<file path="src/rtl/irq_pkg.sv">
// Shared types and helpers for the four-channel request capture stage.
package irq_pkg;

  localparam int unsigned N_REQ = 4;
  localparam int unsigned IDX_W = 2;

  typedef logic [N_REQ-1:0] req_vec_t;
  typedef logic [IDX_W-1:0] req_idx_t;

  // One-hot clear vector for an acknowledged encoder index.
  function automatic req_vec_t ack_decode(input req_idx_t idx);
    ack_decode = req_vec_t'(1) << idx;
  endfunction

endpackage

</file>
<file path="src/rtl/sync_chain.sv">
// Multi-bit, multi-stage flop synchroniser with asynchronous active-low reset.
module sync_chain #(
  parameter int unsigned WIDTH  = 1,
  parameter int unsigned STAGES = 2
) (
  input  logic             clk,
  input  logic             rst_n,
  input  logic [WIDTH-1:0] d,
  output logic [WIDTH-1:0] q
);

  logic [STAGES-1:0][WIDTH-1:0] stg;

  always_ff @(posedge clk or negedge rst_n) begin
    if (!rst_n) stg <= '0;
    else        stg <= {stg[STAGES-2:0], d};
  end

  assign q = stg[STAGES-1];

endmodule

</file>
<file path="src/rtl/irq_capture_4.sv">
// Four-channel request capture: synchronise, edge-detect, hold pending,
// mask for the priority encoder, and flag requests lost while pending.
module irq_capture_4
  import irq_pkg::*;
#(
  parameter int unsigned SYNC_STAGES = 2,
  parameter int unsigned EDGE        = 1
) (
  input  logic     clk,
  input  logic     rst_n,
  input  req_vec_t req_async,
  input  req_vec_t mask,
  output req_vec_t pend,
  output logic     irq,
  input  logic     ack,
  input  req_idx_t ack_idx,
  output req_vec_t ovf,
  input  logic     ovf_clr
);

  req_vec_t s;
  req_vec_t prev;
  req_vec_t rise;
  req_vec_t raw_pend;
  req_vec_t raw_next;
  req_vec_t ovf_next;
  req_vec_t clr_vec;

  sync_chain #(
    .WIDTH  (N_REQ),
    .STAGES (SYNC_STAGES)
  ) u_sync (
    .clk   (clk),
    .rst_n (rst_n),
    .d     (req_async),
    .q     (s)
  );

  assign rise = s & ~prev;

  // Set beats clear on the same channel; a rise that coincides with its
  // own ack is a fresh capture, not a lost request.
  always_comb begin
    clr_vec  = '0;
    raw_next = '0;
    ovf_next = '0;
    if (ack) clr_vec = ack_decode(ack_idx);
    if (EDGE != 0) begin
      raw_next = rise | (raw_pend & ~clr_vec);
      ovf_next = (rise & raw_pend & ~clr_vec) | (ovf_clr ? '0 : ovf);
    end else begin
      raw_next = s;
    end
  end

  always_ff @(posedge clk or negedge rst_n) begin
    if (!rst_n) begin
      prev     <= '0;
      raw_pend <= '0;
      ovf      <= '0;
    end else begin
      prev     <= s;
      raw_pend <= raw_next;
      ovf      <= ovf_next;
    end
  end

  // Mask only gates visibility; held state survives masking.
  assign pend = raw_pend & mask;
  assign irq  = |pend;

endmodule

</file>
<file path="config.mk">
export PLATFORM = sky130hd
export DESIGN_NAME = irq_capture_4
export DESIGN_NICKNAME = d
export VERILOG_FILES = /design/src/rtl/irq_pkg.sv /design/src/rtl/sync_chain.sv /design/src/rtl/irq_capture_4.sv
export SDC_FILE = /design/constraint.sdc
export NUM_CORES = 1
export LEC_CHECK = 0
export CAP_MARGIN = 20
export CORE_ASPECT_RATIO = 0.9
export CORE_MARGIN = 2
export CORE_UTILIZATION = 38
export CTS_CLUSTER_DIAMETER = 60
export DETAILED_ROUTE_END_ITERATION = 7
export PLACE_DENSITY_LB_ADDON = 0.08
export SYNTH_ARGS = -nofsm -noshare
export SYNTH_HDL_FRONTEND = slang
export SYNTH_SLANG_ARGS = --single-unit
</file>
<file path="constraint.sdc">
create_clock -name clk -period 1.2 [get_ports clk]
set_clock_uncertainty 0.15 [all_clocks]
set_input_delay 0.12 -clock clk [delete_from_list [all_inputs] [get_ports clk]]
set_output_delay 0.12 -clock clk [all_outputs]
set_load 0.01 [all_outputs]
</file>
==> results of run 1 <==
[layer usage]
metal	share of wire, %	GRT usage [%]	vias to the layer above
met5	0	0	-
met4	0.68	6.86	0
met3	6.7	5.07	2
met2	46	19.5	18
met1	46	16.9	222
li1	-	-	233
[stage by stage]
stage          worst slack (ns)  utilization, %  hold slack [ns]
2_1_floorplan            -0.108               -           -0.326
3_3_place_gp             -0.741            56.4            0.182
3_5_place_dp             -0.733            56.4            0.185
4_1_cts                  -0.554            59.5          0.00806
5_1_grt                  -0.597            58.9           0.0155
6_report                 -0.530            58.9           0.0108
[how the worst max path moves through the flow]
stage,depth (start not counted),slack [ns],end
global route,3,-0.60,irq
floorplan,2,-0.11,irq
detailed placement,4,-0.73,irq
CTS,3,-0.55,irq
global placement,4,-0.74,irq
finish,3,-0.53,irq
[flip-flops by register name, summed over array words and instances (netlist names)]
signal      cells
u_sync.q        4
u_sync.stg      4
prev            4
raw_pend        4
ovf             4
[cells in the mapped netlist]
cell type,n
and2_4,1
nor3b_1,1
o22ai_1,4
or4_4,1
nand2b_1,4
dfrtp_1,20
and3_1,1
o41ai_1,4
inv_1,8
and2_1,3
and3b_1,2
[report_power, final]
group | total (mW) | switching (mW) | internal [mW]
sequential | 0.747 | 0.0234 | 0.724
combinational | 0.226 | 0.0878 | 0.139
clock | 0.289 | 0.173 | 0.116
[logic make-up (layout without fill, tap and decap cells)]
family	Yosys count	in the layout	share of synthesized area [%]
flip-flops	20	20	73.0
AND/OR/NAND/NOR	13	13	13.9
AO/OA/AOI/OAI	8	8	8.76
buffers and inverters	8	39	4.38
[cell type report]
cell class	count	area, um^2	area share (%)
inverters	8	30.0	3.03
repair buffers	28	245	24.7
clock buffers	3	22.5	2.27
flip-flops and latches	20	500	50.5
multi-input cells	21	163	16.4
well taps	24	30.0	3.03
[repair_timing]
| action | in CTS | in global routing |
|---|---|---|
| gates resized for setup | 31 | 7 |
| endpoints found under the hold margin | 0 | 0 |
| pin swaps | 3 | 0 |
| buffers inserted | 3 | 2 |
| setup endpoints to repair | 9 | 9 |
==> metrics.txt, run 1 <==
result of the run finished with violations; failing checks setup timing; Setup TNS -0.568 ns; H-tree level count 1; Crit. End Element output port; R2R cell count 3; slowest stage delay, CP 0.52 ns; Die W 48.8 um; worst vdd ir 0.766 mV; clock sinks 20; final hold vios 0; Syn. warnings 0; Antenna Cells 0; top post-synthesis cells by area dfrtp_1 73%, o41ai_1 5.1%, inv_1 4.4%, nand2b_1 3.6%, o22ai_1 3.6%; synthesized flop and latch total 20; area leader, netlist dfrtp_1; Yosys cell types 11; most common cell after layout, fill and taps aside dfrtp_1; Synthesized Nets 63; DR pass1 iterations 4; TritonCTS Buffers 3; setup slack after layout -0.530 ns; Tcrit/Tclk final 144%; Antenna Nets Post-Route 0; Worst Path Arrival 1.46 ns; Min Clock Period, post-route 1.73 ns; die area 0.00216 mm^2; Total GRT Usage 13.1%; mapped cell area 686 um^2; Finish-stage setup viols 4; Tot Pwr 1.26 mW; worst setup path class flip-flop to output port; Final Instance Area 991 um^2; Area Overhead vs Synth 44.5%; Site Rows 14; Remaining DRCs 0; Req. time, crit path 0.93 ns; Ports 23; Hold Path Class input pin to asynchronous set/reset pin; clk slew on worst S/H paths 0.09 ns; reg2reg end ovf[1]; hold-fix buffers at CTS 0; CP Max Fanout 2; final-layout fill cell count 151; Syn Inst Count 49; critical path launch point type flip-flop; CTS tree built; Pins Over Slew Limit 0; Finished Layout Cells 104; 1st-iter DRT viols 8; Starting Density 40.8%; Slew HR 80.3%; crit-path cells and2_4 > or4_4 > buf_6; largest net degree at the start of global routing 21; Remaining Overflow, GRT 0; r2r startpoint raw_pend[1]; vias per cell 4.57; Post-DP Area 948 um^2; initial antenna violation count 0; layout cells sized above 1 28.7%; placed insts 96; clock root buffer clkbuf_4; first-pass GRT wire length 2.02 mm; final WL 1.18 mm; Peak Freq 578 MHz; hpwl dp 859 um; post-DR wirelength/cell 11.3 um; core area 0.00168 mm^2; RePlAce Congestion 0.690; Seq/Total Area, Yosys 73.0%; port bufs 22; Lkg Pwr 0.486 nW; Yosys top cell area share 73.0%; syn_area_per_cell 14.0 um^2; number of global-route vias before repair 457; Worst-Skew Late Latency 0.28 ns; Crit. Startpoint raw_pend[3]; Die Y 44.3 um; RSZ-0062 raised after global routing yes; nets@finish 96; max-cap viol count 0; vias 475; total power per unit cell area 1270 mW/mm^2; Slew @ Worst Pin 0.291 ns; most frequent cells in the layout 20 x dfrtp_1, 13 x clkdlybuf4s50_1, 8 x inv_1; Buf/Inv on CP 1; reg2reg setup slack 0.14 ns; CTS max path bufs 2; CP max-delay cell or4_4; CP top delay family simple AND/OR/NAND/NOR gates
Power figures use the tool's default switching activity.
==> run 2, diff against run 1 <==
- ABC_CLOCK_PERIOD_IN_PS: default -> 1200
- CAP_MARGIN: 20 -> default
==> results of run 2 <==
No change in the layout: final DEF, timing and power equal those of run 1.
